### src/rtl/fir_frame_sequencer.sv
// Front/back end for the block FIR engine: collects serial samples into a frame,
// launches the engine, guards it with a watchdog and replays its results serially.
module fir_frame_sequencer #(
   parameter int SAMPLES_NUM    = 4,
   parameter int TIMEOUT_CYCLES = 4096
) (
   input  logic                        clkIn,
   input  logic                        nResetIn,
   input  logic [15:0]                 sampleIn,
   input  logic                        sampleValidIn,
   output logic                        sampleReadyOut,
   output logic                        firStartOut,
   input  logic                        firBusyIn,
   input  logic                        firDoneIn,
   output logic [16*SAMPLES_NUM-1:0]   firDataOut,
   input  logic [32*SAMPLES_NUM-1:0]   firResultIn,
   output logic [31:0]                 resultOut,
   output logic                        resultValidOut,
   input  logic                        resultReadyIn,
   output logic [15:0]                 frameCountOut,
   output logic                        errorOut
);
   localparam int DATA_W = 16;
   localparam int RES_W  = 32;
   localparam int CNT_W  = $clog2(SAMPLES_NUM + 1);
   localparam int IDX_W  = (SAMPLES_NUM > 1) ? $clog2(SAMPLES_NUM) : 1;
   localparam int TMO_W  = $clog2(TIMEOUT_CYCLES + 1);
   localparam logic [CNT_W-1:0] FULL_CNT = CNT_W'(SAMPLES_NUM);
   localparam logic [IDX_W-1:0] TOP_IDX  = IDX_W'(SAMPLES_NUM - 1);
   localparam logic [TMO_W-1:0] TMO_LAST = TMO_W'(TIMEOUT_CYCLES - 1);

   typedef enum logic [1:0] {IDLE, START, WAIT, DRAIN} seqStateT;

   seqStateT                     state;
   logic [CNT_W-1:0]             count;
   logic [CNT_W-1:0]             countNext;
   logic [DATA_W*SAMPLES_NUM-1:0] laneReg;
   logic [RES_W*SAMPLES_NUM-1:0] resultReg;
   logic [IDX_W-1:0]             idx;
   logic [IDX_W-1:0]             idxNext;
   logic [TMO_W-1:0]             tmoCnt;
   logic                         sampleFire;
   logic                         transfer;
   logic                         resultFire;

   always_comb begin
      sampleFire = sampleValidIn && sampleReadyOut;
      transfer   = (state == IDLE) && (count == FULL_CNT) && !firBusyIn;
      resultFire = resultValidOut && resultReadyIn;
      idxNext    = idx - IDX_W'(1);
      countNext  = count;
      if (transfer) begin
         countNext = '0;
      end else if (sampleFire) begin
         countNext = count + CNT_W'(1);
      end
   end

   // Collector: ready is registered from the next fill level so it reads 0 in reset.
   always_ff @(posedge clkIn or negedge nResetIn) begin
      if (!nResetIn) begin
         count          <= '0;
         sampleReadyOut <= 1'b0;
         laneReg        <= '0;
      end else begin
         count          <= countNext;
         sampleReadyOut <= (countNext < FULL_CNT);
         if (sampleFire) begin
            laneReg[DATA_W*count +: DATA_W] <= sampleIn;
         end
      end
   end

   // Engine control, watchdog and result replay (highest lane first).
   always_ff @(posedge clkIn or negedge nResetIn) begin
      if (!nResetIn) begin
         state          <= IDLE;
         firStartOut    <= 1'b0;
         firDataOut     <= '0;
         tmoCnt         <= '0;
         idx            <= '0;
         resultReg      <= '0;
         resultOut      <= '0;
         resultValidOut <= 1'b0;
         frameCountOut  <= '0;
         errorOut       <= 1'b0;
      end else begin
         firStartOut <= 1'b0;
         case (state)
            IDLE: begin
               if (transfer) begin
                  firDataOut  <= laneReg;
                  firStartOut <= 1'b1;
                  state       <= START;
               end
            end
            START: begin
               tmoCnt <= '0;
               state  <= WAIT;
            end
            WAIT: begin
               if (firDoneIn) begin
                  resultReg      <= firResultIn;
                  resultOut      <= firResultIn[RES_W*(SAMPLES_NUM-1) +: RES_W];
                  idx            <= TOP_IDX;
                  resultValidOut <= 1'b1;
                  state          <= DRAIN;
               end else if (tmoCnt == TMO_LAST) begin
                  // Hung engine: drop the frame, remember it happened.
                  errorOut <= 1'b1;
                  state    <= IDLE;
               end else begin
                  tmoCnt <= tmoCnt + TMO_W'(1);
               end
            end
            DRAIN: begin
               if (resultFire) begin
                  if (idx == '0) begin
                     resultValidOut <= 1'b0;
                     frameCountOut  <= frameCountOut + 16'd1;
                     state          <= IDLE;
                  end else begin
                     idx       <= idxNext;
                     resultOut <= resultReg[RES_W*idxNext +: RES_W];
                  end
               end
            end
            default: state <= IDLE;
         endcase
      end
   end
endmodule
### config.mk
export PLATFORM = sky130hd
export DESIGN_NAME = fir_frame_sequencer
export DESIGN_NICKNAME = d
export VERILOG_FILES = /design/src/rtl/fir_frame_sequencer.sv
export SDC_FILE = /design/constraint.sdc
export NUM_CORES = 1
export LEC_CHECK = 0
export ABC_AREA = 1
export CAP_MARGIN = 20
export CELL_PAD_IN_SITES_DETAIL_PLACEMENT = 0
export CELL_PAD_IN_SITES_GLOBAL_PLACEMENT = 1
export CORE_AREA = 4 4 218 167
export DETAILED_ROUTE_END_ITERATION = 10
export DIE_AREA = 0 0 222 171
export MAX_ROUTING_LAYER = met4
export PLACE_DENSITY = 0.83
export SETUP_SLACK_MARGIN = 0.05
export SYNTH_ARGS = -nofsm -noshare
export SYNTH_HDL_FRONTEND = slang
export SYNTH_SLANG_ARGS = --single-unit
### constraint.sdc
create_clock -name clkIn -period 3.1 [get_ports clkIn]
set_input_delay 0.62 -clock clkIn [delete_from_list [all_inputs] [get_ports clkIn]]
set_output_delay 0.62 -clock clkIn [all_outputs]
set_load 0.01 [all_outputs]
Word-level counts from Yosys, hierarchy flattened
Index checks and enable logic that the tools add are counted.
{"block": "word_totals", "reg_bits": 328, "input_bits": 150, "out_inout_bits": 116, "wordCells": 79}
{"block": "classes", "n_addsub": 5, "magnitude_cmp": 1, "n_eq_ne": 13, "shift": 3, "muxes": 26, "bitwise_logic": 1, "n_reduce_logical": 17}
{"operator": "$shiftx 128x8->32", "count": 1}
{"operator": "$mux 32", "count": 3}
{"operator": "$bwmux 64", "count": 1}
{"operator": "$pmux 32 s2", "count": 1}
{"operator": "$shift 16x34->64 const A", "count": 1}
{"operator": "$shiftx 16x34->64", "count": 1}
{"operator": "$neg 7->34", "count": 1}
{"operator": "$mux 13", "count": 2}
{"operator": "$pmux 13 s2", "count": 1}
{"operator": "$add 16x1->16 const B", "count": 1}
{"operator": "$mux 2", "count": 8}
{"operator": "$ne 2x2->1 const B", "count": 7}
{"operator": "$add 13x1->13 const B", "count": 1}
{"operator": "$eq 13x12->1 const B", "count": 1}
{"operator": "$reduce_and 4->1", "count": 3}
{"operator": "$reduce_and 3->1", "count": 3}
{"operator": "$pmux 2 s4", "count": 1}
{"operator": "$mux 3", "count": 2}
{"operator": "$mux 1", "count": 5}
{"operator": "$eq 2x2->1 const B", "count": 2}
{"operator": "$logic_and 1x1->1", "count": 4}
{"operator": "$logic_not 2->1", "count": 2}
{"operator": "$pmux 2 s2", "count": 1}
{"operator": "$reduce_and 2->1", "count": 2}
{"operator": "10 further kinds", "count": 11}

Logic depth before layout (Yosys ltp)
Gate-level depths: netlist of the first run.
{"block": "logic_depth", "depth_word": 5, "ltp_mapped": 11, "depth_no_buf": 10}

Worst setup path before layout of the first run
OpenSTA, ideal clock, no wires.
{"block": "synth_path", "path_kind": "flip-flop to flip-flop", "startpoint": "register idx[0]", "endpoint": "register frameCountOut[12]", "setup_time_ns": 0.117, "arrival_time_ns": 1.746, "required_ns": 2.983, "path_slack_ns": 1.237, "path_stages_with_launch": 11, "path_buffers": 1, "synth_period_minus_slack_ns": 1.863, "path_cell_list": "dfrtp_1 > inv_2 > clkbuf_1 > ha_1 > inv_1 > nor2_1 > nand4_1 > nor2_2 > nand3_1 > nand2_1 > nand2_1"}
{"block": "synth_via", "elab_chain_len": 2}
{"item": "start, declared", "line_no": "39", "source": "logic [IDX_W-1:0] idx;"}
{"item": "start signal, assigned", "line_no": "123", "source": "idx <= idxNext;"}
{"item": "$logic_not 2->1", "line_no": "118", "source": "if (idx == '0) begin"}
{"item": "$reduce_and 3->1 (no source line)"}
{"item": "end signal, assigned", "line_no": "120", "source": "frameCountOut <= frameCountOut + 16'd1;"}
{"item": "end, declared", "line_no": "20", "source": "output logic [15:0] frameCountOut,"}
Every way passes these cells.
A chain may end at the register's enable or synchronous reset.

Worst setup path after layout of the first run
{"block": "layout_path", "startpoint": "register state[0]", "endpoint": "register idx[0]"}
{"block": "layout_via", "elab_chain_len": 3, "word_cells_on_any_way": 8, "cone_classes": "eq/ne: 5; mux: 1; reduce/logical: 2"}
{"item": "start, declared", "line_no": "34", "source": "seqStateT state;"}
{"item": "start signal, assigned", "line_no": "77", "source": "state <= IDLE;"}
{"item": "start signal, assigned", "line_no": "94", "source": "state <= START;"}
{"item": "start signal, assigned", "line_no": "99", "source": "state <= WAIT;"}
{"item": "$eq 2x2->1", "line_no": "89", "source": "case (state)"}
{"item": "$ne 2x2->1 (no source line) or $reduce_bool 2->1 (tied branches)"}
{"item": "$reduce_and 4->1 (no source line)"}
Several ways; a longest one is shown, not always the timed one.

==> out/metrics.cfg, run 1 <==
[setup_path]
critPathCaptureType = flop
cp-start-kind = flop
crit_chain = nand2_2 > clkinv_2 > nand2_1 > nand2_2 > inv_4 > o21ai_0 > o21ai_0
worstReg2RegEnd = idx[0]
reg2reg_slack_ns = 0.89
crit_arrival_ns = 2.64
critPathMaxStageDelay_ns = 0.46
path_buf_inv = 2
path_delay_family = buffers and inverters
worstPathRequired_ns = 3.53
worstPathMaxFanout = 36
slowest_stage = dfrtp_1
worstSetupPathType = reg -> reg
rr_worst_depth = 7
r2r-start = state[0]

[die]
dieArea_sq_um = 38000
row_count = 59
initial_core_util = 0.413
die_w_um = 222
die_h_um = 171
io_pins = 266
core_sq_um = 34300

[yosys]
syn_area_sq_um = 14200
yosysTopAreaCellShare = 0.580
synth.avg_cell_area_sq_um = 8.96
yosys.area.top_type = dfrtp_1
netlist_instances = 1581
yosysUniqueCellTypes = 34
synth.area.top_cells = dfrtp_1, nand2_1, o21ai_0
synth-seq-cells = 328
syn_nets = 1738
ys_seq_area_frac = 0.580
yosysWarnings = 0

[pwr]
p_total_w = 0.00895
ir_drop_uv = 290
total_leakage_power_nw = 9.22
power_density_nw_per_um2 = 484

[global_routing]
grt_pass1_wl_mm = 62.1
grt_max_degree = 106
antenna_found_initial = 7
grt_overflow = 0
first_global_vias = 11100
gr-usage-all-layers = 0.209

[sta]
worst_pin_slew_ns = 0.911
finalCritPeriodShare = 0.713
drv_slew = 0
hold_viol = 0
min_period_ns = 2.21
fin_skew_ns = 0.0200
slew_headroom = 0.393
timing.fmax_ghz = 0.453
setup_violations = 0
grt_setup_unrepaired = false
finalSetupTns_ns = 0

[routing]
detail_route.vias_per_cell = 4.93
final_antenna_net_count = 0
drtPass1Iterations = 5
drcViolationCount = 0
wl_per_cell_um = 17.0
drt_iter0_markers = 850
vias = 11400
drt_wl_total_mm = 39.2

[cells_and_area]
area_growth_pct = 30.6
drive_above_1_share = 0.0769
final_common_cell = nand2_1
fin_nets = 1981
fillers = 3126
final_cell_mix = nand2_1, dfrtp_1, clkdlybuf4s50_1

[worst_hold_path]
hp-class = in -> async

[cts]
clock_path_buffers = 3
clk_latency_ns = 0.53
cts_made_buffers = 35
postCtsHoldBufs = 0
cts_root_buf = clkbuf_16
clk_pin_slew_ns = 0.06
cts_tree = yes
postCtsSetupBuffers = 0
cts-resized-gates = 0
ctsHtreeMaxLevel = 2
cts_sinks = 328

[placement]
port_buffers = 265
place.gp.congestion = 0.835
dp_hpwl_mm = 26.3

[job]
cap_violations = 0

[status]
status = finished clean

routing by layer:
layer  GRT usage  share of wire  vias up  routed length (um)
met5           -              0        -                   0
met3      0.0415          0.058       45                2260
li1            -              -     5534                   -
met2       0.302           0.45      288               17500
met1       0.303           0.48     5533               18900
met4      0.0571          0.016        0                 644
worst max-delay path by stage:
stage / cells past startpoint / from / slack, ns / end
6_report: 7 / state[0] / 0.89 / idx[0]
5_1_grt: 7 / state[0] / 0.66 / idx[0]
4_1_cts: 7 / state[0] / 0.85 / idx[0]
3_5_place_dp: 7 / firDoneIn / 0.37 / idx[0]
3_3_place_gp: 7 / firDoneIn / 0.45 / idx[0]
2_1_floorplan: 10 / idx[0] / 1.24 / frameCountOut[12]
final cells by class:
| class | instances | area [sq um] | area share |
|---|---|---|---|
| Multi-Input combinational cell | 1048 | 5110 | 0.277 |
| Inverter | 124 | 470 | 0.0254 |
| Clock inverter | 10 | 165 | 0.00893 |
| Timing Repair Buffer | 287 | 2920 | 0.158 |
| Tap cell | 457 | 572 | 0.0309 |
| Sequential cell | 328 | 8210 | 0.444 |
| Clock buffer | 50 | 1020 | 0.0553 |
| Antenna cell | 7 | 17.5 | 0.000947 |
synthesized netlist by cell type:
cell,n
ha_1,7
nand2_1,499
xor2_1,7
o21ai_0,141
inv_4,1
mux2_2,44
a31oi_1,1
nand4_1,7
buf_6,5
nand3b_1,3
o31ai_1,1
dfrtp_1,328
nand2_2,4
o211ai_1,32
o21bai_1,2
nand3_1,85
nor2_1,132
buf_2,27
nor2_2,5
inv_1,118
nand2_4,2
inv_2,4
buf_4,3
a31o_2,1
a21oi_1,40
o21ai_2,1
mux2_1,20
a21boi_0,1
xnor2_1,4
buf_1,3
clkbuf_1,43
nor3_1,8
nor2_4,1
clkinv_2,1
stage by stage:
step	util	instance area [sq um]	cells	worst slack, ns	hold slack, ns
final	0.540	18500	2311	0.891	0.0662
after global routing	0.540	18500	2311	0.665	0.104
after CTS	0.539	18500	2304	0.847	0.0956
after detailed placement	0.505	17300	2244	0.371	0.453
after global placement	0.505	17300	2244	0.450	0.450
after floorplan	-	14200	1581	1.24	0.324
flip-flops by register name (all words and copies together), names as in the netlist:
name	cells
state	2
errorOut	1
idx	2
tmoCnt	13
laneReg	64
firDataOut	64
resultReg	128
resultValidOut	1
frameCountOut	16
count	3
firStartOut	1
resultOut	32
sampleReadyOut	1
where the power goes:
part	total, W	switching, W	internal, W
registers	0.00428	0	0.00428
clock network	0.00433	0.00170	0.00263
logic	0.000336	0.000154	0.000182
total	0.00895	0.00185	0.00710
cell families (layout without fill, tap and decap cells):
| kind of cell | after synthesis | count (layout) | share of synthesized area |
|---|---|---|---|
| and+or+nand+nor | 746 | 746 | 0.211 |
| DFF | 328 | 328 | 0.580 |
| AOI/OAI and AO/OA | 220 | 220 | 0.0847 |
| buffers and inverters | 205 | 471 | 0.0604 |
| muxes | 64 | 64 | 0.0509 |
| xor gates and xnor gates | 11 | 11 | 0.00680 |
| adders and majority gates | 7 | 7 | 0.00619 |
| other | 0 | 7 | 0 |
No activity file was read; power rests on OpenSTA's default activity.
==> run 2, diff against run 1 <==
--- a/config.mk
+++ b/config.mk
@@ -9,11 +9,11 @@
 export CAP_MARGIN = 20
 export CELL_PAD_IN_SITES_DETAIL_PLACEMENT = 0
 export CELL_PAD_IN_SITES_GLOBAL_PLACEMENT = 1
-export CORE_AREA = 4 4 218 167
+export CORE_AREA = 4 4 234 179
 export DETAILED_ROUTE_END_ITERATION = 10
-export DIE_AREA = 0 0 222 171
+export DIE_AREA = 0 0 238 183
 export MAX_ROUTING_LAYER = met4
-export PLACE_DENSITY = 0.83
+export PLACE_DENSITY = 0.77
 export SETUP_SLACK_MARGIN = 0.05
 export SYNTH_ARGS = -nofsm -noshare
 export SYNTH_HDL_FRONTEND = slang
==> constraint.sdc (replaced) <==
create_clock -name clkIn -period 2 [get_ports clkIn]
set_input_delay 0.4 -clock clkIn [delete_from_list [all_inputs] [get_ports clkIn]]
set_output_delay 0.4 -clock clkIn [all_outputs]
set_load 0.01 [all_outputs]
==> out/metrics.cfg, run 2 (synthesis results as in run 1) <==
[status]
status = finished clean

[cells_and_area]
largest_register_ffs = 128  ; unchanged
largest_register = resultReg
fin_nets = 2011  ; +1.5%
area_growth_pct = 34.9
reg_top3 = resultReg: 128 flops, firDataOut: 64 flops, laneReg: 64 flops
multi_input_area_sq_um = 5160  ; +0.88%
layout.cells.non_filler = 2400  ; +3.9%
ff_latch_area_sq_um = 8210  ; about the same
drive_above_1_share = 0.0970  ; +0.0201
final_cell_mix = nand2_1, dfrtp_1, clkdlybuf4s50_1
final_common_cell = nand2_1
fillers = 3698  ; +18%

[setup_path]
crit_chain = clkdlybuf4s50_1
worstPathMaxFanout = 2  ; -94%
critPathCaptureType = output port
critPathLaunch = resultOut[7]
worstPathRequired_ns = 1.60  ; -1.93 ns
r2r-start = count[0]
reg2reg_slack_ns = 0.13  ; -0.76 ns
endpoint = resultOut[7]
rr_worst_depth = 9  ; +2
worstSetupPathType = reg -> out
path_buf_inv = 1  ; -1
cp-start-kind = flop
worstReg2RegEnd = laneReg[0]
slowest_stage = clkdlybuf4s50_1
crit_cells = 1  ; -6
crit_arrival_ns = 1.51  ; -1.13 ns
path_delay_family = buffers and inverters
critPathMaxStageDelay_ns = 0.57  ; +0.11 ns

[routing]
wl_per_cell_um = 17.2  ; +1.5%
drt_wl_total_mm = 41.3  ; +5.4%
final_antenna_net_count = 0  ; unchanged
vias = 11600  ; +1.5%
detail_route.vias_per_cell = 4.82  ; -2.3%
drtPass1Iterations = 5  ; unchanged
drcViolationCount = 0  ; unchanged
drt_iter0_markers = 737  ; -13%

[global_routing]
grt_overflow = 0  ; unchanged
first_global_vias = 11700  ; +5.2%
grt_max_degree = 99  ; -6.6%
antenna_found_initial = 2  ; -5
grt_pass1_wl_mm = 64.7  ; +4.2%
gr-usage-all-layers = 0.189  ; -0.0197

[cts]
cts_root_buf = clkbuf_16
cts_made_buffers = 37  ; +5.7%
clk_latency_ns = 0.53  ; about the same
cts_sinks = 328  ; unchanged
clk_pin_slew_ns = 0.06  ; about the same
clock_path_buffers = 3  ; unchanged
ctsHtreeMaxLevel = 2  ; unchanged
cts_tree = yes

[sta]
slew_headroom = 0.646  ; +0.253
finalCritPeriodShare = 0.954
worst_pin_slew_ns = 0.530  ; -0.381 ns
setup_ws_ns = 0.0923  ; -0.799 ns
setup_violations = 0  ; unchanged
grt_setup_unrepaired = false
min_period_ns = 1.91
drv_slew = 0  ; unchanged
hold_viol = 0  ; unchanged
fin_skew_ns = 0.0175  ; -0.00245 ns
timing.fmax_ghz = 0.524
hold_ws_ns = 0.343  ; +0.277 ns
finalSetupTns_ns = 0  ; unchanged

[pwr]
ir_drop_uv = 583  ; +100%
power_density_nw_per_um2 = 737  ; +52%
total_leakage_power_nw = 9.58  ; +3.9%
p_total_w = 0.0141  ; +57%

[die]
dieArea_sq_um = 43600  ; +15%
die_h_um = 183  ; +7.0%
core_sq_um = 39300  ; +15%
die_w_um = 238  ; +7.2%
initial_core_util = 0.360  ; -0.0534
row_count = 63  ; +6.8%
io_pins = 266  ; unchanged

[placement]
dp_slack_ns = 0.0453  ; -0.325 ns
place.gp.congestion = 0.811  ; -2.9%
port_buffers = 265  ; unchanged
dp_hpwl_mm = 27.4  ; +4.3%
dp_cells = 2326  ; +3.7%

[worst_hold_path]
hp-class = in -> async

[job]
cap_violations = 0  ; unchanged

==> run 2: area by class of cell <==
type                       count  area share
tap                          520      0.0341
timing repair buffer         315       0.176
multi-input combinational   1048       0.270
clock inverter                12     0.00989
sequential                   328       0.430
clock buffer                  49      0.0546
inverter                     124      0.0246
antenna                        4    0.000524
==> run 2: worst min-delay path by stage <==
stage | to | from | slack, ns
finish | laneReg[15] | nResetIn | 0.34
global route | laneReg[15] | nResetIn | 0.34
CTS | laneReg[15] | nResetIn | 0.33
detailed placement | firDataOut[32] | nResetIn | 0.29
global placement | firDataOut[32] | nResetIn | 0.29
floorplan | count[0] | nResetIn | 0.10
==> run 2: worst reg2reg max path, cell delays in order (launching register included) <==
cell	delay, ns
dfrtp_2	0.43
inv_2	0.10
ha_2	0.22
ha_4	0.13
inv_1	0.06
nor3_2	0.24
nand3_4	0.19
clkbuf_16	0.25
nor2_1	0.09
a21oi_1	0.05
==> run 2: timing repair <==
| item | 4_1_cts | 5_1_grt |
|---|---|---|
| resized for setup | 8 | 17 |
| endpoints found under the setup margin | 10 | 88 |
| setup buffers | 2 | 2 |
| endpoints found under the hold margin | 23 | 0 |
| pin swaps | 0 | 2 |
| hold buffers | 1 | 0 |
| gates cloned | 0 | 4 |
==> run 2: routing by layer <==
metal,up-vias,part of all wire,track usage
met5,-,0,-
met4,0,0.019,0.0471
met3,53,0.056,0.0334
met2,325,0.45,0.283
met1,5596,0.48,0.271
li1,5594,-,-
==> run 2: stage by stage <==
| stage | util | instance area, sq um |
|---|---|---|
| finish | 0.486 | 19100 |
| global route | 0.486 | 19100 |
| CTS | 0.481 | 18900 |
| detailed placement | 0.449 | 17700 |
| global placement | 0.449 | 17700 |
| floorplan | - | 14200 |
==> run 2: power breakdown <==
part	switching [W]	total (W)	internal, W
Clock	0.00272	0.00691	0.00419
Combinational	0.000248	0.000535	0.000288
Sequential	0	0.00664	0.00664
==> run 3, diff against run 2 <==
--- a/config.mk
+++ b/config.mk
@@ -9,12 +9,13 @@
 export CAP_MARGIN = 20
 export CELL_PAD_IN_SITES_DETAIL_PLACEMENT = 0
 export CELL_PAD_IN_SITES_GLOBAL_PLACEMENT = 1
-export CORE_AREA = 4 4 234 179
+export CORE_AREA = 4 4 226 173
 export DETAILED_ROUTE_END_ITERATION = 10
-export DIE_AREA = 0 0 238 183
+export DIE_AREA = 0 0 230 177
 export MAX_ROUTING_LAYER = met4
-export PLACE_DENSITY = 0.77
+export PLACE_DENSITY = 0.78
 export SETUP_SLACK_MARGIN = 0.05
 export SYNTH_ARGS = -nofsm -noshare
 export SYNTH_HDL_FRONTEND = slang
 export SYNTH_SLANG_ARGS = --single-unit
+export TNS_END_PERCENT = 100
==> constraint.sdc (replaced) <==
create_clock -name clkIn -period 1.8 [get_ports clkIn]
set_input_delay 0.36 -clock clkIn [delete_from_list [all_inputs] [get_ports clkIn]]
set_output_delay 0.36 -clock clkIn [all_outputs]
set_load 0.01 [all_outputs]
==> out/metrics.cfg, run 3 (synthesis results as in run 1) <==
[setup_path]
r2r-start = count[1]
rr_worst_depth = 8  ; -1
reg2reg_slack_ns = 0.12  ; about the same
critPathCaptureType = flop
path_buf_inv = 2  ; +1
slowest_stage = dfrtp_1
path_delay_family = flip-flops
crit_chain = inv_2 > ha_4 > ha_4 > nor3_4 > nand3_4 > bufbuf_16 > nor2_1 > a21oi_1
crit_arrival_ns = 2.10  ; +0.59 ns
worstSetupPathType = reg -> reg
worstPathRequired_ns = 2.21  ; +0.61 ns
critPathMaxStageDelay_ns = 0.40  ; -0.17 ns
worstPathMaxFanout = 8  ; +6
critPathMostFrequentCell = ha_4
cp-start-kind = flop
worstReg2RegEnd = laneReg[1]

[routing]
drtPass1Iterations = 5  ; unchanged
drt_iter0_markers = 801  ; +8.7%
drt_wl_total_mm = 40.4  ; -2.3%
drcViolationCount = 0  ; unchanged
detail_route.vias_per_cell = 4.82  ; about the same
vias = 11600  ; +0.26%
wl_per_cell_um = 16.8  ; -2.5%
final_antenna_net_count = 0  ; unchanged

[global_routing]
grt_use_met2 = 0.307  ; +0.0241
gr-usage-all-layers = 0.203  ; +0.0140
grt_max_degree = 99  ; unchanged
grt_overflow = 0  ; unchanged
top_usage_layer = met2
first_global_vias = 11800  ; +1.0%
grt_pass1_wl_mm = 64.7  ; about the same
grtUsageMet3 = 0.0346  ; +0.00121
grtUsageMet1 = 0.289  ; +0.0179
antenna_found_initial = 4  ; +2

[cells_and_area]
largest_register = resultReg
fillers = 3471  ; -6.1%
fin_util = 0.518  ; +0.0322
layout.cells.non_filler = 2405  ; +0.21%
largest_register_ffs = 128  ; unchanged
area_growth_pct = 34.5
reg_top3 = resultReg: 128 flops, firDataOut: 64 flops, laneReg: 64 flops
final_common_cell = nand2_1
final_cell_mix = nand2_1, dfrtp_1, clkdlybuf4s50_1
drive_above_1_share = 0.108  ; +0.0111
fin_nets = 2030  ; +0.94%
fin_area_sq_um = 19000  ; -0.28%

[pwr]
p_total_w = 0.0150  ; +6.3%
power_density_nw_per_um2 = 786  ; +6.6%
p_comb_frac = 0.040  ; +0.002
switchingPower_w = 0.00325  ; +9.5%
p_int_w = 0.0117  ; +5.5%
p_seq_frac = 0.492  ; +0.021
p_clk_frac = 0.468  ; -0.023
total_leakage_power_nw = 10.1  ; +5.1%
sw_frac_of_total = 0.217  ; +0.00622
ir_drop_uv = 579  ; -0.60%

[placement]
port_buffers = 265  ; unchanged
dp_hpwl_mm = 27.3  ; -0.26%
dp_cells = 2331  ; +0.21%
place_area_sq_um = 17800  ; +0.92%
place.gp.congestion = 0.822  ; +1.3%

[cts]
clk_latency_ns = 0.53  ; about the same
ctsHtreeMaxLevel = 2  ; unchanged
cts_root_buf = clkbuf_16
cts_made_buffers = 35  ; -5.4%
cts_tree = yes
clk_pin_slew_ns = 0.06  ; about the same
cts_sinks = 328  ; unchanged
clock_path_buffers = 3  ; unchanged

[sta]
drv_slew = 0  ; unchanged
hold_ws_ns = 0.343  ; -0.000230 ns
finalCritPeriodShare = 0.934
slew_headroom = 0.691  ; +0.0450
min_period_ns = 1.68
hold_viol = 0  ; unchanged
setup_violations = 0  ; unchanged
timing.fmax_ghz = 0.595
grt_setup_unrepaired = true
worst_pin_slew_ns = 0.464  ; -0.0662 ns
fin_skew_ns = 0.0233  ; +0.00575 ns

[die]
core_sq_um = 36800  ; -6.5%
initial_core_util = 0.385  ; +0.0249
die_h_um = 177  ; -3.3%
dieArea_sq_um = 40700  ; -6.5%
io_pins = 266  ; unchanged
die_w_um = 230  ; -3.4%
row_count = 61  ; -3.2%

[status]
status = finished clean

[worst_hold_path]
hp-class = in -> async

[job]
cap_violations = 0  ; unchanged

==> run 3: repair_timing <==
action | 4_1_cts | 5_1_grt
resized for setup | 132 | 23
cloned | 2 | 0
pin swaps | 3 | 1
hold buffers | 1 | 0
buffers inserted | 6 | 0
hold endpoints to repair | 27 | 0
setup endpoints to repair | 181 | 106
==> run 3: worst max path at each step <==
stage,to,depth (start not counted),from,slack [ns]
after floorplan,frameCountOut[12],10,idx[0],0.05
after global placement,firDataOut[9],9,count[0],-0.04
after detailed placement,firDataOut[9],9,count[1],-0.05
after CTS,laneReg[1],9,count[1],0.06
after global routing,laneReg[1],9,count[1],0.0006
final,laneReg[1],8,count[1],0.12
==> run 3: worst register-to-register path, cell delays in order, from the launching register on <==
cell       delay [ns]
dfrtp_1          0.40
inv_2            0.09
ha_4             0.14
ha_4             0.21
nor3_4           0.14
nand3_4          0.14
bufbuf_16        0.32
nor2_1           0.09
a21oi_1          0.04
==> run 3: final cells by class <==
type                       instances  area, sq um  share of cell area
multi-input combinational       1048         5200               0.273
tap                              504          631              0.0331
sequential                       328         8210               0.431
timing repair buffer             336         3410               0.179
clock inverter                    10          116             0.00611
clock buffer                      50          992              0.0521
inverter                         124          472              0.0248
antenna                            5         12.5            0.000657
==> run 3: per-layer routing <==
layer	up-vias	wire, um
li1	5631	-
met1	5627	19400
met2	290	18300
met3	50	1990
met4	0	730
met5	-	0
==> run 3: power by group through the flow <==
stage | sequential, W | combinational, W | clock [W]
3_5_place_dp | 0.00751 | 0.000605 | 0
6_report | 0.00737 | 0.000596 | 0.00700
3_3_place_gp | 0.00751 | 0.000607 | 0
4_1_cts | 0.00737 | 0.000613 | 0.00719
2_1_floorplan | 0.00751 | 0.0000331 | 0
5_1_grt | 0.00737 | 0.000655 | 0.00755
==> run 3: stage by stage <==
step | setup TNS (ns) | setup WS, ns
5_1_grt | 0 | 0.000627
6_report | 0 | 0.118
2_1_floorplan | 0 | 0.0499
3_3_place_gp | -0.0877 | -0.0445
3_5_place_dp | -0.577 | -0.0501
4_1_cts | 0 | 0.0611
